==> src/rtl/id_branch_hazard_unit_if.sv <==
// ID branch hazard unit bundle.
// Master drives pipeline hazard info, slave returns selects.
interface id_branch_hazard_unit_if #(
  parameter int CNT_W = 16
);
  logic             Branch_ID;
  logic             Branch_Ne_ID;
  logic [4:0]       Rs_ID;
  logic [4:0]       Rt_ID;
  logic             RegWrite_EX;
  logic [4:0]       Rd_EX;
  logic             RegWrite_MEM;
  logic [4:0]       Rd_MEM;
  logic             RegWrite_WB;
  logic [4:0]       Rd_WB;
  logic             Comparetor_ID;
  logic             Forward_C_ID;
  logic             Forward_D_ID;
  logic             Stall_ID;
  logic             Branch_Taken_ID;
  logic             Flush_IF_ID;
  logic [CNT_W-1:0] Stall_Cnt;
  logic [CNT_W-1:0] Taken_Cnt;

  modport master (
    output Branch_ID, Branch_Ne_ID,
    output Rs_ID, Rt_ID,
    output RegWrite_EX, Rd_EX,
    output RegWrite_MEM, Rd_MEM,
    output RegWrite_WB, Rd_WB,
    output Comparetor_ID,
    input  Forward_C_ID, Forward_D_ID,
    input  Stall_ID, Branch_Taken_ID,
    input  Flush_IF_ID,
    input  Stall_Cnt, Taken_Cnt
  );

  modport slave (
    input  Branch_ID, Branch_Ne_ID,
    input  Rs_ID, Rt_ID,
    input  RegWrite_EX, Rd_EX,
    input  RegWrite_MEM, Rd_MEM,
    input  RegWrite_WB, Rd_WB,
    input  Comparetor_ID,
    output Forward_C_ID, Forward_D_ID,
    output Stall_ID, Branch_Taken_ID,
    output Flush_IF_ID,
    output Stall_Cnt, Taken_Cnt
  );
endinterface

==> src/rtl/id_branch_hazard_unit.sv <==
// ID-stage branch stall, WB forward select and resolve.
// Saturating stall/taken performance counters.
module id_branch_hazard_unit #(
  parameter int CNT_W = 16
) (
  input  logic                  clk,
  input  logic                  rst_n,
  id_branch_hazard_unit_if.slave bus
);
  typedef enum logic {IDLE, WAIT} state_t;

  localparam logic [CNT_W-1:0] CMAX = '1;

  state_t           r_state;
  state_t           w_next;
  logic             r_cnt;
  logic             w_cnt_next;
  logic             w_stall;
  logic             w_stall_o;
  logic             w_taken;
  logic [CNT_W-1:0] r_stall_cnt;
  logic [CNT_W-1:0] r_taken_cnt;

  logic w_ex_rs, w_ex_rt;
  logic w_mem_rs, w_mem_rt;
  logic w_wb_rs, w_wb_rt;
  logic w_hz_ex, w_hz_mem;

  function automatic logic f_m(
    input logic       we,
    input logic [4:0] rd,
    input logic [4:0] r
  );
    return we && (rd == r) && (r != 5'd0);
  endfunction

  assign w_ex_rs  = f_m(bus.RegWrite_EX, bus.Rd_EX, bus.Rs_ID);
  assign w_ex_rt  = f_m(bus.RegWrite_EX, bus.Rd_EX, bus.Rt_ID);
  assign w_mem_rs = f_m(bus.RegWrite_MEM, bus.Rd_MEM, bus.Rs_ID);
  assign w_mem_rt = f_m(bus.RegWrite_MEM, bus.Rd_MEM, bus.Rt_ID);
  assign w_wb_rs  = f_m(bus.RegWrite_WB, bus.Rd_WB, bus.Rs_ID);
  assign w_wb_rt  = f_m(bus.RegWrite_WB, bus.Rd_WB, bus.Rt_ID);

  assign w_hz_ex  = bus.Branch_ID & (w_ex_rs | w_ex_rt);
  assign w_hz_mem = bus.Branch_ID & (w_mem_rs | w_mem_rt);

  // State and depth counter register.
  always_ff @(posedge clk or negedge rst_n) begin
    if (!rst_n) begin
      r_state <= IDLE;
      r_cnt   <= 1'b0;
    end else begin
      r_state <= w_next;
      r_cnt   <= w_cnt_next;
    end
  end

  // Next state and stall; EX match outranks MEM.
  always_comb begin
    w_next     = r_state;
    w_cnt_next = r_cnt;
    w_stall    = 1'b0;
    unique case (r_state)
      IDLE: begin
        if (w_hz_ex) begin
          w_stall    = 1'b1;
          w_cnt_next = 1'b1;
          w_next     = WAIT;
        end else if (w_hz_mem) begin
          w_stall = 1'b1;
        end
      end
      WAIT: begin
        w_stall    = 1'b1;
        w_cnt_next = 1'b0;
        w_next     = IDLE;
      end
      default: begin
        w_next = IDLE;
      end
    endcase
  end

  assign w_stall_o = rst_n & w_stall;
  assign w_taken   = rst_n & bus.Branch_ID & ~w_stall &
                     (bus.Comparetor_ID ^ bus.Branch_Ne_ID);

  // Saturating performance counters.
  always_ff @(posedge clk or negedge rst_n) begin
    if (!rst_n) begin
      r_stall_cnt <= '0;
      r_taken_cnt <= '0;
    end else begin
      if (w_stall_o && r_stall_cnt != CMAX)
        r_stall_cnt <= r_stall_cnt + 1'b1;
      if (w_taken && r_taken_cnt != CMAX)
        r_taken_cnt <= r_taken_cnt + 1'b1;
    end
  end

  assign bus.Forward_C_ID    = rst_n & w_wb_rs;
  assign bus.Forward_D_ID    = rst_n & w_wb_rt;
  assign bus.Stall_ID        = w_stall_o;
  assign bus.Branch_Taken_ID = w_taken;
  assign bus.Flush_IF_ID     = w_taken;
  assign bus.Stall_Cnt       = r_stall_cnt;
  assign bus.Taken_Cnt       = r_taken_cnt;
endmodule

==> src/flat_wrapper.sv <==
// flat-port wrapper written by rule: the top's interface ports become plain ports
module id_branch_hazard_unit_flat 
#(
  parameter int CNT_W = 16
)
  (clk, rst_n, bus_Branch_ID, bus_Branch_Ne_ID, bus_Rs_ID, bus_Rt_ID, bus_RegWrite_EX, bus_Rd_EX, bus_RegWrite_MEM, bus_Rd_MEM, bus_RegWrite_WB, bus_Rd_WB, bus_Comparetor_ID, bus_Forward_C_ID, bus_Forward_D_ID, bus_Stall_ID, bus_Branch_Taken_ID, bus_Flush_IF_ID, bus_Stall_Cnt, bus_Taken_Cnt);
  id_branch_hazard_unit_if #(.CNT_W(CNT_W)) bus_i ();
  input  logic clk;
  input  logic rst_n;
  input wire logic [$bits(bus_i.Branch_ID)-1:0] bus_Branch_ID;
  input wire logic [$bits(bus_i.Branch_Ne_ID)-1:0] bus_Branch_Ne_ID;
  input wire logic [$bits(bus_i.Rs_ID)-1:0] bus_Rs_ID;
  input wire logic [$bits(bus_i.Rt_ID)-1:0] bus_Rt_ID;
  input wire logic [$bits(bus_i.RegWrite_EX)-1:0] bus_RegWrite_EX;
  input wire logic [$bits(bus_i.Rd_EX)-1:0] bus_Rd_EX;
  input wire logic [$bits(bus_i.RegWrite_MEM)-1:0] bus_RegWrite_MEM;
  input wire logic [$bits(bus_i.Rd_MEM)-1:0] bus_Rd_MEM;
  input wire logic [$bits(bus_i.RegWrite_WB)-1:0] bus_RegWrite_WB;
  input wire logic [$bits(bus_i.Rd_WB)-1:0] bus_Rd_WB;
  input wire logic [$bits(bus_i.Comparetor_ID)-1:0] bus_Comparetor_ID;
  output wire logic [$bits(bus_i.Forward_C_ID)-1:0] bus_Forward_C_ID;
  output wire logic [$bits(bus_i.Forward_D_ID)-1:0] bus_Forward_D_ID;
  output wire logic [$bits(bus_i.Stall_ID)-1:0] bus_Stall_ID;
  output wire logic [$bits(bus_i.Branch_Taken_ID)-1:0] bus_Branch_Taken_ID;
  output wire logic [$bits(bus_i.Flush_IF_ID)-1:0] bus_Flush_IF_ID;
  output wire logic [$bits(bus_i.Stall_Cnt)-1:0] bus_Stall_Cnt;
  output wire logic [$bits(bus_i.Taken_Cnt)-1:0] bus_Taken_Cnt;
  assign bus_i.Branch_ID = bus_Branch_ID;
  assign bus_i.Branch_Ne_ID = bus_Branch_Ne_ID;
  assign bus_i.Rs_ID = bus_Rs_ID;
  assign bus_i.Rt_ID = bus_Rt_ID;
  assign bus_i.RegWrite_EX = bus_RegWrite_EX;
  assign bus_i.Rd_EX = bus_Rd_EX;
  assign bus_i.RegWrite_MEM = bus_RegWrite_MEM;
  assign bus_i.Rd_MEM = bus_Rd_MEM;
  assign bus_i.RegWrite_WB = bus_RegWrite_WB;
  assign bus_i.Rd_WB = bus_Rd_WB;
  assign bus_i.Comparetor_ID = bus_Comparetor_ID;
  assign bus_Forward_C_ID = bus_i.Forward_C_ID;
  assign bus_Forward_D_ID = bus_i.Forward_D_ID;
  assign bus_Stall_ID = bus_i.Stall_ID;
  assign bus_Branch_Taken_ID = bus_i.Branch_Taken_ID;
  assign bus_Flush_IF_ID = bus_i.Flush_IF_ID;
  assign bus_Stall_Cnt = bus_i.Stall_Cnt;
  assign bus_Taken_Cnt = bus_i.Taken_Cnt;
  id_branch_hazard_unit #(.CNT_W(CNT_W)) u_core (.clk(clk), .rst_n(rst_n), .bus(bus_i));
endmodule
==> config.mk <==
export PLATFORM = sky130hd
export DESIGN_NAME = id_branch_hazard_unit_flat
export DESIGN_NICKNAME = d
export VERILOG_FILES = /design/src/rtl/id_branch_hazard_unit_if.sv /design/src/rtl/id_branch_hazard_unit.sv /design/src/flat_wrapper.sv
export SDC_FILE = /design/constraint.sdc
export NUM_CORES = 1
export LEC_CHECK = 0
export ABC_AREA = 1
export CORE_MARGIN = 5
export CORE_UTILIZATION = 50
export CTS_BUF_LIST = sky130_fd_sc_hd__clkbuf_8
export DETAILED_ROUTE_END_ITERATION = 7
export GPL_TIMING_DRIVEN = 0
export PLACE_DENSITY_LB_ADDON = 0.05
export SKIP_LAST_GASP = 1
export SYNTH_ARGS = -nofsm -noshare
export SYNTH_HDL_FRONTEND = slang
export SYNTH_SLANG_ARGS = --single-unit
==> constraint.sdc <==
create_clock -name clk -period 2.8 [get_ports clk]
set_clock_uncertainty 0.15 [all_clocks]
set_input_delay 0.28 -clock clk [delete_from_list [all_inputs] [get_ports clk]]
set_output_delay 0.28 -clock clk [all_outputs]
set_load 0.05 [all_outputs]
* Word level (Yosys, flattened, before mapping)
Cells that the tools add are included.
** Word-level totals
- Register bits :: 33
- Bits of input ports :: 33
- Output and inout bits :: 37
- Logic and storage cells :: 47
** Operators by class
- $add $sub $neg :: 2
- Equality and inequality tests :: 8
- Muxes and demuxes :: 5
- Bitwise operators :: 13
- Reduce and logical (&&, ||, !) cells :: 16
** Operator list (count)
- $add A16 B1 Y16 const B :: 2
- $ne A16 B16 Y1 const B :: 2
- $eq A5 B5 Y1 :: 6
- $logic_and A1 B1 Y1 :: 14
- $reduce_bool A5 Y1 :: 2
- $and A1 B1 Y1 :: 8
- $pmux W1 S2 :: 2
- $mux W1 :: 3
- $not A1 Y1 :: 2
- $or A1 B1 Y1 :: 2
- $xor A1 B1 Y1 :: 1

* Depth between registers and ports, before layout
- Depth after elaboration :: 12
- Mapped depth :: 14
- Mapped depth without buffers :: 13

* Worst setup path after synthesis
Ideal clock, no wire load.
- Path type :: input -> output
- Start :: in rst_n
- End :: out bus_Forward_C_ID
- Arrival :: 2.207 ns
- Setup slack :: 0.163 ns
- Cell stages on the path :: 5
- Path through :: buf_2 > nand2_1 > a21oi_1 > nand2_1 > nor4_1
** On the way
- Cells in the longest elaborated chain, start to end :: 1
** Ends and longest elaborated chain
- start: declaration :: RTL line flat_wrapper.sv:9 : input logic rst_n;
- $and A1 B1 Y1 :: RTL line id_branch_hazard_unit.sv:101 : assign bus.Forward_C_ID = rst_n & w_wb_rs;
- end: declaration :: RTL line flat_wrapper.sv:21 : output wire logic [$bits(bus_i.Forward_C_ID)-1:0] bus_Forward_C_ID;
Every way passes these cells.

* Final worst setup path
- Start :: in bus_Rt_ID[1]
- End :: out bus_Flush_IF_ID
** On the way
- Cells in the longest elaborated chain, start to end :: 11
** Ends and longest elaborated chain
- start: declaration :: RTL line flat_wrapper.sv:13 : input wire logic [$bits(bus_i.Rt_ID)-1:0] bus_Rt_ID;
- $eq A5 B5 Y1 :: RTL line id_branch_hazard_unit.sv:34 : return we && (rd == r) && (r != 5'd0);
- $logic_and A1 B1 Y1 (2 in series) :: RTL line id_branch_hazard_unit.sv:34
- $or A1 B1 Y1 :: RTL line id_branch_hazard_unit.sv:45 : assign w_hz_mem = bus.Branch_ID & (w_mem_rs | w_mem_rt);
- $and A1 B1 Y1 :: RTL line id_branch_hazard_unit.sv:45
- $mux W1 :: RTL line id_branch_hazard_unit.sv:69 : end else if (w_hz_mem) begin
- $mux W1 (*) :: RTL line id_branch_hazard_unit.sv:65 : if (w_hz_ex) begin
- $pmux W1 S2 (*) :: RTL line id_branch_hazard_unit.sv:63 : unique case (r_state)
- $not A1 Y1 (*) :: RTL line id_branch_hazard_unit.sv:85 : assign w_taken = rst_n & bus.Branch_ID & ~w_stall &
- $and A1 B1 Y1 (*) (2 in series) :: RTL line id_branch_hazard_unit.sv:85
- end: declaration :: RTL line flat_wrapper.sv:25 : output wire logic [$bits(bus_i.Flush_IF_ID)-1:0] bus_Flush_IF_ID;
Mark *: on every way between the ends. The rest lies on a longest branch, timed or not.

==> flow_summary.ini <==
[worst_setup_path]
crit_start = bus_Rt_ID[1]
reg2reg_depth = 10
endpoint = bus_Flush_IF_ID
r2r-start = u_core.bus.Taken_Cnt[0]$_DFFE_PN0P_
worst_setup_path_end_kind = output pin
cp.arrival_ns = 2.19
worst_ep_required_time_ns = 2.37
rr_endpoint = u_core.bus.Taken_Cnt[6]$_DFFE_PN0P_
crit_path_start_kind = input port
worstSetupPathType = in -> out
path_max_fanout = 10
timing.reg2reg.setup_slack_ns = 0.68

[cells_and_area]
syn_to_final_growth_pct = 32.5
diodes = 0
drive_gt1_share_pct = 15.2
fin_cells = 546
nFillCells = 491
final_nets = 508
fin_area_um2 = 3710
fin_util_pct = 67.8

[pwr]
p_switching_uw = 564
peakVddDrop_v = 0.000361
swShare_pct = 39.0
power_density_nw_per_um2 = 389
combPwrFrac_pct = 35.0
p_seq_share_pct = 39.7
p_leak_nw = 1.83
p_clk_share_pct = 25.3
p_int_uw = 882

[synth]
synth_fp_nets = 428
synth_top_area_share_pct = 29.5
ys_warn_count = 0
ys_ff_latch = 33
yosysSeqAreaShare_pct = 29.5
yosys.area.top_type = dfrtp_1
synth_cell_types = 32
syn_inst = 393
avgSynthCellArea_um2 = 7.13
yosys-top-cells-area = dfrtp_1 (29%), nand2_1 (17%), xnor2_1 (8.1%)
syn_area_um2 = 2800

[routing]
vias = 2771
drt-pass1-iter-count = 4
post_drt_wl_per_cell_um = 12.9
drcViolationCount = 0
wl_mm = 7.06
drt-initial-drc-count = 165
ant_nets = 0
viasPerCell = 5.08

[flow_run]
maxCapViolCount = 0

[timing]
hold_viol = 0
maxClockFrequency_mhz = 382
worst_slew_pin_slew_ns = 0.589
fin_crit_ns = 2.62
relSlewSlack_pct = 60.6
rsz0062_at_grt = false
tns_ns = 0
setup_viol = 0
maxSlewViolCount = 0
finalCritPeriodShare_pct = 93.5

[clock_network]
cts_tree = done
htreeDepth = 2
cts.clk_slew.worst_paths_ns = 0.08
cts_root_buf = clkbuf_8
clock_path_buffers = 2
cts.sinks = 33
cts_buffers = 5
clk_latency_ns = 0.29

[floorplan]
chipHeight_um = 84.9
start_util_pct = 51.2
pin_count = 70
fp-row-count = 27
core_um2 = 5470
dieArea_um2 = 7200
die_width_um = 84.9

[min_path]
hp-class = reg -> reg

[placed_design]
place_hpwl_mm = 5.43
routabilityCongestion = 0.927
dpl_cell_area_um2 = 3580
dp_cells = 534
place.port_buffers = 69

[grt]
antenna_found_initial = 0
gr-total-overflow = 0
grt_pass1_wl_mm = 12.4
grt_max_degree = 34
grt_usage_pct = 20.8
grt_pass1_vias = 2640

[outcome]
outcome = finished clean
==> cells in the mapped netlist (all sizes together) <==
| library cell | instances |
|---|---|
| a21oi | 2 |
| and2 | 1 |
| buf | 9 |
| clkbuf | 1 |
| dfrtp | 33 |
| ha | 2 |
| inv | 41 |
| nand2 | 148 |
| nand3 | 19 |
| nand3b | 1 |
| nand4 | 39 |
| nor2 | 40 |
| nor3 | 8 |
| nor4 | 1 |
| o2111ai | 1 |
| o21ai | 2 |
| o22ai | 1 |
| xnor2 | 26 |
| xor2 | 18 |
==> cells by family after synthesis <==
group | Yosys count | share of synthesized area [%]
fa+ha+maj | 2 | 0.893
flops | 33 | 29.5
compound gates | 6 | 1.38
buf+inv | 51 | 8.08
xor+xnor | 44 | 13.8
simple gates | 257 | 46.4
==> power by group through the flow <==
stage	sequential [mW]	combinational, mW	clock, mW
floorplan	0.706	0.183	0
global placement	0.581	0.493	0
detailed placement	0.581	0.502	0
CTS	0.573	0.508	0.372
global route	0.579	0.552	0.395
finish	0.574	0.506	0.366
==> final cells by class <==
type / count / area [um2] / area share [%]
multi-input combinational: 309 / 1750 / 47.2
inverter: 41 / 154 / 4.15
tap: 72 / 90.1 / 2.43
timing repair buffer: 73 / 728 / 19.6
sequential: 33 / 826 / 22.2
clock inverter: 3 / 17.5 / 0.472
clock buffer: 5 / 68.8 / 1.85
buffer: 10 / 76.3 / 2.06
==> worst min path at each step <==
stage / start / to / depth (start not counted)
3_3_place_gp: u_core.r_state$_DFF_PN0_ / u_core.r_state$_DFF_PN0_ / 1
2_1_floorplan: rst_n / u_core.bus.Stall_Cnt[0]$_DFFE_PN0P_ / 0
4_1_cts: u_core.r_state$_DFF_PN0_ / u_core.r_state$_DFF_PN0_ / 1
3_5_place_dp: rst_n / u_core.bus.Stall_Cnt[6]$_DFFE_PN0P_ / 1
6_report: u_core.r_state$_DFF_PN0_ / u_core.r_state$_DFF_PN0_ / 1
5_1_grt: u_core.r_state$_DFF_PN0_ / u_core.r_state$_DFF_PN0_ / 1
==> worst max-delay path, cell delays in order <==
cell and delay (ns):
clkdlybuf4s50_1 0.48, inv_1 0.12, nand2_1 0.08, nor2_2 0.13, inv_2 0.06, nand2_1 0.05, inv_1 0.03, nand2_1 0.07
nand2_2 0.07, nand2_4 0.08, nand3_4 0.09, buf_6 0.16, nor3_2 0.13, buf_4 0.13, clkbuf_4 0.21
==> through the flow <==
stage | total power, mW | hold slack, ns | setup WS [ns]
final | 1.45 | 0.327 | 0.182
after detailed placement | 1.08 | 0.264 | -0.544
after floorplan | 0.889 | -0.166 | 0.163
after CTS | 1.45 | 0.330 | -0.113
after global routing | 1.53 | 0.355 | 0.0462
after global placement | 1.07 | 0.312 | -1.37
==> per-layer routing <==
layer / vias to the layer above / track usage, % / wire (um)
met5: - / 0 / 0
met4: 0 / 6.62 / 113
met3: 11 / 2.91 / 420
met2: 87 / 34.4 / 3330
met1: 1246 / 28.3 / 3190
li1: 1427 / - / -
==> timing repair <==
| item | CTS | global route |
|---|---|---|
| setup buffers | 0 | 2 |
| pin swaps | 0 | 1 |
| cloned | 0 | 0 |
| hold endpoints to repair | 33 | 0 |
| hold buffers | 2 | 0 |
| setup endpoints to repair | 5 | 3 |
| resized for setup | 14 | 11 |
==> registers in the layout (all words and copies together), names as in the netlist <==
| signal | flops |
|---|---|
| u_core.bus.Taken_Cnt | 16 |
| u_core.r_state | 1 |
| u_core.bus.Stall_Cnt | 16 |
==> placed cells by master (no fill, tap or decap), types with 2 or more instances in the layout <==
cell type / netlist / routed
buf_2: 4 / 6
buf_4: 3 / 5
buf_6: 1 / 2
clkbuf_8: 0 / 5
clkdlybuf4s50_1: 0 / 59
clkinv_2: 0 / 2
dfrtp_1: 33 / 33
dlygate4sd2_1: 0 / 2
dlymetal6s2s_1: 0 / 4
ha_1: 2 / 2
inv_1: 35 / 35
inv_2: 6 / 6
nand2_1: 127 / 127
nand2_2: 20 / 20
nand3_1: 14 / 14
nand3_2: 3 / 3
nand3_4: 2 / 2
nand4_1: 36 / 36
nand4_4: 3 / 3
nor2_1: 31 / 30
nor2_2: 5 / 6
nor2_4: 4 / 4
nor3_1: 6 / 6
nor3_2: 2 / 2
o21ai_0: 2 / 2
xnor2_1: 26 / 26
xor2_1: 18 / 18
No activity file was read; power rests on OpenSTA's default activity.
